--- config.mk ---
export PLATFORM = sky130hd
export DESIGN_NAME = turn_timer_multi
export DESIGN_NICKNAME = d
export VERILOG_FILES = /design/src/rtl/turn_timer_multi.sv
export SDC_FILE = /design/constraint.sdc
export NUM_CORES = 1
export LEC_CHECK = 0
export CORE_MARGIN = 2
export CORE_UTILIZATION = 50
export CTS_CLUSTER_DIAMETER = 80
export DETAILED_ROUTE_END_ITERATION = 12
export GPL_TIMING_DRIVEN = 0
export PLACE_DENSITY = 0.71
export SETUP_SLACK_MARGIN = 0.15
export SLEW_MARGIN = 20
export SYNTH_ARGS = -nofsm -noshare
export SYNTH_HDL_FRONTEND = slang
export SYNTH_SLANG_ARGS = --single-unit
--- constraint.sdc ---
create_clock -name clk -period 7.2 [get_ports clk]
set_input_delay 2.16 -clock clk [delete_from_list [all_inputs] [get_ports clk]]
set_output_delay 2.16 -clock clk [all_outputs]
set_load 0.03 [all_outputs]
--- src/rtl/turn_timer_multi.sv ---
// Per-turn countdown timer with player rotation, expiry pulse, pseudo-random
// fallback position and a two-digit active-low seven-segment readout.
module turn_timer_multi #(
  parameter  int CLK_HZ       = 25_000_000,
  parameter  int TURN_SECONDS = 15,
  parameter  int NUM_PLAYERS  = 2,
  parameter  int WARN_SECONDS = 5,
  parameter  int POS_MAX      = 7,
  localparam int PW           = $clog2(NUM_PLAYERS),
  localparam int POS_W        = 8,
  localparam int CW           = $clog2(CLK_HZ)
) (
  input  logic             clk,
  input  logic             rst,
  input  logic             start,
  input  logic             move_done,
  input  logic             game_over,
  input  logic             pause,
  output logic [PW-1:0]    active_player,
  output logic             timeout,
  output logic [POS_W-1:0] fallback_pos,
  output logic [6:0]       remaining,
  output logic [3:0]       bcd_tens,
  output logic [3:0]       bcd_units,
  output logic [6:0]       seg_tens,
  output logic [6:0]       seg_units,
  output logic             warn,
  output logic             running
);

  typedef enum logic [1:0] {
    S_IDLE,
    S_RUN,
    S_PAUSED,
    S_OVER
  } state_e;

  localparam logic [6:0]       TURN_R      = 7'(TURN_SECONDS);
  localparam logic [6:0]       WARN_R      = 7'(WARN_SECONDS);
  localparam logic [CW-1:0]    PRESC_MAX   = CW'(CLK_HZ - 1);
  localparam logic [PW-1:0]    LAST_PLAYER = PW'(NUM_PLAYERS - 1);
  localparam logic [POS_W-1:0] POS_MAX_R   = POS_W'(POS_MAX);
  localparam logic [6:0]       SEG_BLANK   = 7'b1111111;

  state_e           state_q, state_d;
  logic [PW-1:0]    player_q, player_d;
  logic [6:0]       remaining_q, remaining_d;
  logic [CW-1:0]    presc_q, presc_d;
  logic             timeout_q, timeout_d;
  logic [POS_W-1:0] fallback_q, fallback_d;
  logic [7:0]       lfsr_q, lfsr_d;

  logic             count_en;
  logic [PW-1:0]    next_player;
  logic [POS_W-1:0] pos_pick;
  logic [6:0]       disp_val;

  assign next_player = (player_q == LAST_PLAYER) ? '0 : player_q + PW'(1);
  assign pos_pick    = (lfsr_q % POS_MAX_R) + POS_W'(1);

  // Fibonacci taps 8,6,5,4; the all-zero state is unreachable from the seed.
  assign lfsr_d = {lfsr_q[6:0], lfsr_q[7] ^ lfsr_q[5] ^ lfsr_q[4] ^ lfsr_q[3]};

  always_comb begin
    // NOTE: every output of this block gets a default first so no path leaves
    // a value unassigned, which would otherwise infer a latch.
    state_d     = state_q;
    player_d    = player_q;
    remaining_d = remaining_q;
    presc_d     = presc_q;
    timeout_d   = 1'b0;
    fallback_d  = fallback_q;
    count_en    = 1'b0;

    if (game_over) begin
      state_d = S_OVER;
    end else if (start) begin
      state_d     = S_RUN;
      player_d    = '0;
      remaining_d = TURN_R;
      presc_d     = '0;
    end else begin
      unique case (state_q)
        S_RUN: begin
          if (pause) begin
            state_d = S_PAUSED;
          end else if (move_done) begin
            remaining_d = TURN_R;
            presc_d     = '0;
            player_d    = next_player;
          end else begin
            count_en = 1'b1;
          end
        end
        // The resume cycle counts, so a pause of N cycles delays expiry by N.
        S_PAUSED: begin
          if (!pause) begin
            state_d  = S_RUN;
            count_en = 1'b1;
          end
        end
        default: ;
      endcase
    end

    if (count_en) begin
      if (presc_q == PRESC_MAX) begin
        presc_d = '0;
        if (remaining_q > 7'd1) begin
          remaining_d = remaining_q - 7'd1;
        end else begin
          timeout_d   = 1'b1;
          fallback_d  = pos_pick;
          remaining_d = TURN_R;
          player_d    = next_player;
        end
      end else begin
        presc_d = presc_q + CW'(1);
      end
    end
  end

  // NOTE: sequential state uses non-blocking assignments so every register
  // samples the pre-edge values of the others.
  always_ff @(posedge clk or negedge rst) begin
    if (!rst) begin
      state_q     <= S_IDLE;
      player_q    <= '0;
      remaining_q <= TURN_R;
      presc_q     <= '0;
      timeout_q   <= 1'b0;
      fallback_q  <= '0;
      lfsr_q      <= 8'h01;
    end else begin
      state_q     <= state_d;
      player_q    <= player_d;
      remaining_q <= remaining_d;
      presc_q     <= presc_d;
      timeout_q   <= timeout_d;
      fallback_q  <= fallback_d;
      lfsr_q      <= lfsr_d;
    end
  end

  function automatic logic [6:0] seg7(input logic [3:0] digit);
    logic [6:0] seg;
    unique case (digit)
      4'd0:    seg = 7'b1000000;
      4'd1:    seg = 7'b1111001;
      4'd2:    seg = 7'b0100100;
      4'd3:    seg = 7'b0110000;
      4'd4:    seg = 7'b0011001;
      4'd5:    seg = 7'b0010010;
      4'd6:    seg = 7'b0000010;
      4'd7:    seg = 7'b1111000;
      4'd8:    seg = 7'b0000000;
      4'd9:    seg = 7'b0010000;
      default: seg = SEG_BLANK;
    endcase
    return seg;
  endfunction

  assign running  = (state_q == S_RUN);
  assign disp_val = (state_q == S_RUN || state_q == S_PAUSED) ? remaining_q : 7'd0;

  assign bcd_tens  = 4'(disp_val / 7'd10);
  assign bcd_units = 4'(disp_val % 7'd10);
  assign seg_tens  = (state_q == S_IDLE) ? SEG_BLANK : seg7(bcd_tens);
  assign seg_units = (state_q == S_IDLE) ? SEG_BLANK : seg7(bcd_units);

  assign warn = (state_q == S_RUN || state_q == S_PAUSED) &&
                (remaining_q <= WARN_R) && (WARN_SECONDS != 0);

  assign active_player = player_q;
  assign timeout       = timeout_q;
  assign fallback_pos  = fallback_q;
  assign remaining     = remaining_q;

endmodule
After elaboration in Yosys (flattened, before gate mapping)
Memory sizes are Yosys's and may differ from the RTL's.
Cells that the tools add are included.
Widths: inputs -> output; s select.
- bits of input ports: 6
- memories: 2
- bits in read-only memories: 224
- register bits after elaboration: 52
- logic and storage cells: 79
- memory list (name ; depth ; width ; rd ports ; clocked after Yosys merged registers in ; wr ports ; line ; text):
    (name not given) ; 16 ; 7 ; 1 ; 0 ; 0 ; 147 ; unique case (digit)
    (name not given) ; 16 ; 7 ; 1 ; 0 ; 0 ; 147 ;
- reductions and logical operators: 9
- bitwise operators: 4
- divide/modulo/power cells: 3
- $add $sub $neg: 4
- $lt $le $gt $ge: 2
- multiplexer cells: 41
- equal/unequal tests: 7
- operators with widths (kind ; count):
    $mux 25 ; 7
    $mux 7 ; 11
    $add 25x1->25 const B ; 1
    $eq 25x25->1 const B ; 1
    $mux 1 ; 17
    $add 8x1->8 const B ; 1
    $mod 8x3->8 const B ; 1
    $mux 2 ; 4
    $ne 4x4->1 const B ; 2
    $div 7x4->7 const B ; 1
    $gt 7x1->1 const B ; 1
    $le 7x3->1 const B ; 1
    $mod 7x4->7 const B ; 1
    $sub 7x1->7 const B ; 1
    $reduce_and 3->1 ; 2
    $reduce_bool 3->1 ; 2
    $pmux 2 s2 ; 1
    $reduce_and 4->1 ; 1
    $reduce_bool 4->1 ; 1
    $ne 3x2->1 const B ; 1
    $xor 1x1->1 ; 3
    $eq 2x1->1 const B ; 1
    $eq 2x2->1 const B ; 1
    $logic_not 2->1 ; 1
    6 further kinds ; 6

Longest topological paths before layout
Gate-level depths: netlist of the first run.
- depth in word-level cells: 10
- depth in mapped cells: 25
- gate-level depth less buffers: 23

Worst setup path after synthesis of the first run
Ideal clock, no wire load.
- kind: register -> output
- start point: register state_q[0]
- end point: output port seg_units[5]
- data arrival time: 5.903 ns
- stages on the path, launching flop included: 25
- data required time: 5.040 ns
- setup slack: -0.863 ns
- path buffers: 2
- cells stage by stage: dfrtp_1 inv_1 ha_1 clkbuf_1 clkbuf_1 o21ai_0 ha_1 maj3_1 a22oi_1 a21oi_1 o21a_1 a221oi_1 or2_2 ha_1 inv_1 nand2_1 o311ai_1 a21oi_1 o311ai_4 xnor2_1 inv_1 ha_1 a211oi_1 a211oi_1 o21ai_1
- cells in the longest elaborated chain, start to end: 6
- RTL lines (element ; line ; text):
    from (decl) ; 45 ; state_e state_q, state_d;
    from (signal assigned) ; 135 ; state_q <= state_d;
    $eq 2x1->1 or $eq 2x2->1 (tied branches) ; 164 ; assign disp_val = (state_q == S_RUN || state_q == S_PAUSED) ? remaining_q : 7'd0;
    $logic_or 1x1->1 (*) ; 164 ;
    $mux 7 (*) ; 164 ;
    $mod 7x4->7 (*) ; 167 ; assign bcd_units = 4'(disp_val % 7'd10);
    net bcd_units[1] ; 24 ; output logic [3:0] bcd_units,
    $mem_v2 16x7 (*) ; - ;
    $mux 7 (*) ; 169 ; assign seg_units = (state_q == S_IDLE) ? SEG_BLANK : seg7(bcd_units);
    to (decl) ; 26 ; output logic [6:0] seg_units,
Mark *: on every way through the listed nets, which the timed path passes. The rest lies on a longest branch.

Worst setup path after layout of the first run
- start point: register state_q[0]
- end point: output port seg_units[5]
- cells in the longest elaborated chain, start to end: 6
- RTL lines (element ; line):
    $eq 2x1->1 or $eq 2x2->1 (tied branches) ; 164
    $logic_or 1x1->1 ; 164
    $mux 7 ; 164
    $mod 7x4->7 ; 167
    $mem_v2 16x7 ; -
    $mux 7 (*) ; 169
Mark *: on every way between the ends. The rest lies on a longest branch, timed or not.

==> metrics.cfg, run 1 <==
[outcome]
status=finished clean

[floorplanning]
start_util=0.5174
die_width_um=96.44
num_rows=33
coreArea_um2=8258
die_h_um=96.44
dieArea_um2=9301
io_pins=47

[synth]
synth_xor_area_frac=0.05124
syn-cell-area_um2=4273
synth.avg_cell_area_um2=8.047
synthSimpleGateAreaFrac=0.2589
ys_types=80
synth_fa_ha_area_frac=0.06618
yosysSeqAreaShare=0.3060
yosys-mux-area-fraction=0.02723
synth_most_common_cell=nand2_1
synth_top_area_frac=0.2753
netlist_instances=531
synth_edf_count=0
synth_common_cells=55 x nand2_1, 49 x nor2_1, 47 x dfrtp_1
yosysTopAreaCell=dfrtp_1
ys_warn_count=0
synthFlopType=dfrtp_1
synth_compound_area_frac=0.2340
synthTopCellsByArea=dfrtp_1 28%, ha_1 6.1%, nand2_1 4.8%, nor2_1 4.3%, o21ai_0 4.1%
syn-num-nets=558
async_flop_share=1.000
synth_top_family_by_area=simple AND/OR/NAND/NOR gates
ys_seq_elements=52

[placement]
post_dp_cell_area_um2=4970
port_buffers=46
dp.cells=682
gp_congestion=0.8608
place.detailed.hpwl_um=7745

[global_route]
antenna_found_initial=0
grt_pass1_vias=3977
grt_max_degree=53
grt.overflow.total=0
track_usage=0.2488
grt_pass1_wl_um=18420

[clock_network]
root_buffer=clkbuf_8
h-tree-depth=2
clk_pin_slew_ns=0.10
cts_tree=done
numCtsBuffers=5
clockBufferDepth=2
cts_sinks=52
cts_hold_buf=0
clkLatencyLatePin_ns=0.32

[finish]
area_growth_pct=31.13
seq_area_um2=1310
n_antenna_cell=0
layoutNonFillerInstCount=730
design_area_um2=5603
multi_input_area_um2=3015
fill_cells=652
drive_gt1_frac=0.2240
nets=651

[route]
wl_per_cell_um=16.56
drc_errors=0
num_vias=4457
drtAntennaViolNets=0
viasPerCell=6.105
top_layer=met4
detail_route.wirelength_um=12090
wl_met3_um=688
met1Wirelength_um=5156
drt_iter0_markers=300
dr.pass1.iters=5
dr_wl_met2_um=5774

[min_path]
worstHoldPathType=reg -> reg
min_path_cells=0

[worst_setup_path]
r2r_slack_ns=2.97
path_max_fanout=8
rr_worst_depth=17
endpoint_kind=output pin
crit_path_max_incr_delay_ns=0.43
critPathRequiredTime_ns=5.04
cp_slowest_cell=dfrtp_1
critical_path_arrival_ns=4.92
crit_type=reg -> out
critPathLaunchType=register
crit_path_frequent_cell=ha_4

[sta]
rsz0062_at_grt=yes
worstMarginPinSlew_ns=0.9187
slew_headroom=0.3875
fin_skew_ns=0.01510
final.min_clock_period_ns=7.083
max_freq_ghz=0.1412
hold_violations=0
setup_violations=0
drv_slew=0
min_period_over_period=0.9837

[pwr]
powerDensity_nw_per_um2=148.4
power_leakage_uw=0.002452
peakVddDrop_uv=99.41

[job]
maxCapViolCount=0

[report_power, final]
| group | leakage [uW] | internal (uW) | total [uW] | switching [uW] |
|---|---|---|---|---|
| Combinational | 0.00170 | 139 | 327 | 188 |
| Clock | 0.0000558 | 105 | 207 | 102 |
| Sequential | 0.000697 | 294 | 297 | 2.49 |
| Total | 0.00245 | 539 | 831 | 293 |
[final cells by class]
type | instances | share of cell area
multi-input combinational | 426 | 0.5382
sequential | 52 | 0.2338
timing repair buffer | 86 | 0.1340
buffer | 23 | 0.02836
tap | 105 | 0.02345
inverter | 30 | 0.02233
clock buffer | 6 | 0.01295
clock inverter | 2 | 0.006923
[final timing paths]
check,from,to
max,state_q[0],seg_units[5]
min,lfsr_q[0],lfsr_q[1]
max reg2reg,lfsr_q[4],fallback_pos[4]
min reg2reg,lfsr_q[0],lfsr_q[1]
max in group asynchronous,rst,remaining[4]
min in group asynchronous,rst,lfsr_q[1]
[routing by layer]
layer / track usage / up-vias
met2: 0.4329 / 163
met3: 0.03336 / 45
met4: 0.08099 / 0
met1: 0.3200 / 2129
met5: 0 / -
li1: - / 2120
[flip-flops by register name, indices dropped and copies added, names as in the netlist]
name           flops
active_player      1
state_q            2
remaining          7
lfsr_q             8
fallback_pos       8
presc_q           25
timeout            1
[placed cells by master (no fill, tap or decap), types with 6 or more instances in the layout]
cell type and count:
nor4_1 7, nand3_1 21, dfrtp_1 45, and3_1 11, nor2b_1 7, a31oi_1 8, o21a_1 8, nor2_1 48
xor2_1 8, clkdlybuf4s50_1 28, clkbuf_8 6, xnor2_1 16, a21oi_1 26, o21ai_0 31, inv_1 22, nand2_1 54
nand4_1 10, ha_1 16, o21ai_1 10, clkbuf_1 11, buf_4 47, nand2b_1 6, nor3_1 9
[critical path, delay by kind of cell, from the launching register on]
kind | cells | cell delay [ns]
buffers and inverters | 7 | 0.78
AND/OR/NAND/NOR | 3 | 0.38
flip-flops | 1 | 0.43
AO/OA/AOI/OAI | 10 | 1.65
XOR/XNOR | 1 | 0.28
adder cells (fa/ha/maj) | 5 | 1.05
[cell families after synthesis]
logic type / count (synthesis)
compound gates: 150
xor+xnor: 25
fa+ha+maj: 23
buf+inv: 53
flops: 52
mux: 11
simple gates: 217
[timing repair]
| action | CTS | global route |
|---|---|---|
| setup endpoints to repair | 18 | 16 |
| gates resized for setup | 93 | 49 |
| pin swaps | 18 | 18 |
| setup buffers | 22 | 18 |
[metrics by stage]
step | total power, uW | hold WS, ns | worst slack (ns) | util | setup TNS (ns)
2_1_floorplan | 469.5 | 0.3894 | 0.1504 | - | 0
6_report | 831.4 | 0.4345 | 0.1174 | 0.6785 | 0
4_1_cts | 792.9 | 0.4308 | 0.09568 | 0.6476 | 0
5_1_grt | 865.0 | 0.4406 | -0.03031 | 0.6785 | -0.03031
3_5_place_dp | 551.5 | 0.4324 | -0.6287 | 0.6018 | -6.291
3_3_place_gp | 548.0 | 0.4280 | -0.5809 | 0.6021 | -5.263
Note: power is estimated with default switching activity, not from simulation.
==> run 2: changes to the inputs <==
==> constraint.sdc (replaced) <==
create_clock -name clk -period 5.8 [get_ports clk]
set_input_delay 1.74 -clock clk [delete_from_list [all_inputs] [get_ports clk]]
set_output_delay 1.74 -clock clk [all_outputs]
set_load 0.03 [all_outputs]
==> run 2 against run 1 <==
Compared with the run above:
- the flow now finishes with violations (negative setup slack)
- worst hold slack improved by 0.0099 ns
- die area unchanged
- highest routed layer unchanged
- largest power group unchanged
- clock skew decreased by 0.0047 ns
==> metrics.cfg, run 2 (synthesis gave the netlist of run 1 again) <==
[min_path]
min_from=lfsr_q[2]
worstHoldPathType=reg -> reg

[sta]
max_freq_ghz=0.1524
rsz0062_at_grt=yes
worstMarginPinSlew_ns=0.9428  ; +0.02408 ns
setup_violations=18  ; +18
final.min_clock_period_ns=6.561
hold_violations=0  ; unchanged
fin_skew_ns=0.01044  ; -0.004658 ns
min_period_over_period=1.131
slew_headroom=0.3715  ; -0.01605
drv_slew=0  ; unchanged
fin_ws_ns=-0.7608  ; -0.8783 ns

[clock_network]
clockBufferDepth=2  ; unchanged
h-tree-depth=2  ; unchanged
clkLatencyLatePin_ns=0.31  ; about the same
cts_sinks=52  ; unchanged
cts_hold_buf=0  ; unchanged
root_buffer=clkbuf_8
clk_pin_slew_ns=0.09  ; about the same
cts_tree=done
numCtsBuffers=5  ; unchanged

[finish]
final_common_cell=nand2_1
largest_reg_flops=25  ; unchanged
top_register=presc_q
final_cell_mix=50 x nand2_1, 47 x nor2_1, 45 x dfrtp_1, 41 x buf_4, 28 x o21ai_0
n_antenna_cell=0  ; unchanged
drive_gt1_frac=0.2624  ; +0.03840
nets=651  ; unchanged
area_growth_pct=36.13
final_util=0.7044  ; +0.02591
layoutNonFillerInstCount=730  ; unchanged

[pwr]
peakVddDrop_uv=125.5  ; +26%
p_clk_frac=0.258  ; +0.009
power_leakage_uw=0.002518  ; +2.7%
p_comb_frac=0.414  ; +0.020
internal_power_uw=755.4  ; +40%
power_frac_seq=0.328  ; -0.029
p_switching_uw=365.5  ; +25%
powerDensity_nw_per_um2=192.7  ; +30%
switching_share=0.3261  ; -0.02606

[route]
drc_errors=0  ; unchanged
detail_route.wirelength_um=12080  ; about the same
dr.pass1.iters=5  ; unchanged
wl_per_cell_um=16.55  ; about the same
top_layer=met4
drtAntennaViolNets=0  ; unchanged
num_vias=4408  ; -1.1%
wl_met3_um=611  ; -11%
met1Wirelength_um=5198  ; +0.81%
viasPerCell=6.038  ; -1.1%
drt_iter0_markers=303  ; +1.0%
dr_wl_met2_um=6072  ; +5.2%

[floorplanning]
dieArea_um2=9301  ; unchanged
die_width_um=96.44  ; unchanged
coreArea_um2=8258  ; unchanged
io_pins=47  ; unchanged
start_util=0.5174  ; unchanged
die_h_um=96.44  ; unchanged
num_rows=33  ; unchanged

[worst_setup_path]
crit_path_end=seg_units[5]
reg2reg_to=fallback_pos[4]
crit_start=state_q[0]
rr_worst_depth=17  ; unchanged
endpoint_kind=output pin
path_max_fanout=5  ; -3
crit_type=reg -> out
critPathLaunchType=register
r2r_slack_ns=1.51  ; -1.46 ns
critical_path_arrival_ns=4.82  ; -0.10 ns
critPathRequiredTime_ns=4.06  ; -0.98 ns
reg2reg_from=lfsr_q[4]

[global_route]
grt.overflow.total=0  ; unchanged
antenna_found_initial=0  ; unchanged
grt_pass1_vias=4036  ; +1.5%
track_usage=0.2614  ; +0.01252
grt_max_degree=53  ; unchanged
grt_pass1_wl_um=19340  ; +5.0%

[outcome]
status=complete, but fails checks
violations=negative setup slack

[placement]
place.detailed.hpwl_um=8271  ; +6.8%
dp.cells=682  ; unchanged
gp_congestion=0.9219  ; +7.1%
port_buffers=46  ; unchanged

[job]
maxCapViolCount=0  ; unchanged

run 2: cell types whose count changed in the layout (fill, tap and decap cells not counted), moves of 4 or more:
cell | before | now
buf_6 | 5 | 22
buf_4 | 47 | 41
ha_1 | 16 | 11
buf_2 | 5 | 1
ha_4 | 4 | 8
nand2_1 | 54 | 50
o21ai_2 | 4 | 8
run 2: how the worst min path moves through the flow:
| stage | endpoint | cells after the start |
|---|---|---|
| floorplan | lfsr_q[3] | 0 |
| global placement | lfsr_q[5] | 0 |
| detailed placement | lfsr_q[3] | 0 |
| CTS | lfsr_q[1] | 0 |
| global route | lfsr_q[1] | 0 |
| finish | lfsr_q[3] | 0 |
run 2: stage by stage:
stage | setup WS [ns] | TNS, ns | total power (uW) | cell area (um^2) | hold slack, ns
2_1_floorplan | -0.6394 | -6.042 | 606.0 | 4494 | 0.3894
3_3_place_gp | -1.381 | -19.21 | 709.2 | 5086 | 0.4307
3_5_place_dp | -1.382 | -19.82 | 714.3 | 5084 | 0.4191
4_1_cts | -0.7742 | -10.00 | 1098 | 5700 | 0.4463
5_1_grt | -0.9861 | -13.79 | 1165 | 5817 | 0.4505
6_report | -0.7608 | -10.40 | 1121 | 5817 | 0.4443
run 2: power by group through the flow:
stage               clock (uW)  combinational [uW]  sequential [uW]
finish                     289                 464              368
global route               308                 489              368
CTS                        296                 435              368
detailed placement           0                 339              375
global placement             0                 334              375
floorplan                    0                 228              378
run 2: cell type report:
| type | count | area, um^2 |
|---|---|---|
| sequential | 52 | 1310 |
| clock inverter | 2 | 60.06 |
| clock buffer | 6 | 72.57 |
| timing repair buffer | 86 | 823.3 |
| multi-input combinational | 426 | 3115 |
| inverter | 30 | 127.6 |
| tap | 105 | 131.4 |
| fill | 618 | 2441 |
| buffer | 23 | 176.4 |
run 2: timing repair:
item                                    in CTS  in global routing
buffers inserted                            35                  5
pin swaps                                   29                 10
endpoints found under the setup margin      18                 19
gates resized for setup                    167                 20
run 2: per-layer routing:
metal,vias up,global-route usage
met1,2100,0.3540
met2,165,0.4404
met5,-,0
li1,2117,-
met4,0,0.07746
met3,26,0.03103
run 2: worst max-delay path, cell delays in order, from the launching register on:
cell and delay (ns):
dfrtp_1 0.39, inv_2 0.09, ha_4 0.21, clkbuf_16 0.14, clkbuf_16 0.14, and2_4 0.14
ha_4 0.17, maj3_2 0.31, a22oi_2 0.23, mux2_4 0.35, nor2_4 0.15, a221oi_4 0.09
or2_4 0.28, ha_4 0.20, buf_12 0.13, o311ai_4 0.44, xnor2_4 0.19, inv_2 0.11
ha_4 0.18, a211oi_2 0.22, a211oi_2 0.07, o21ai_2 0.13, buf_6 0.14
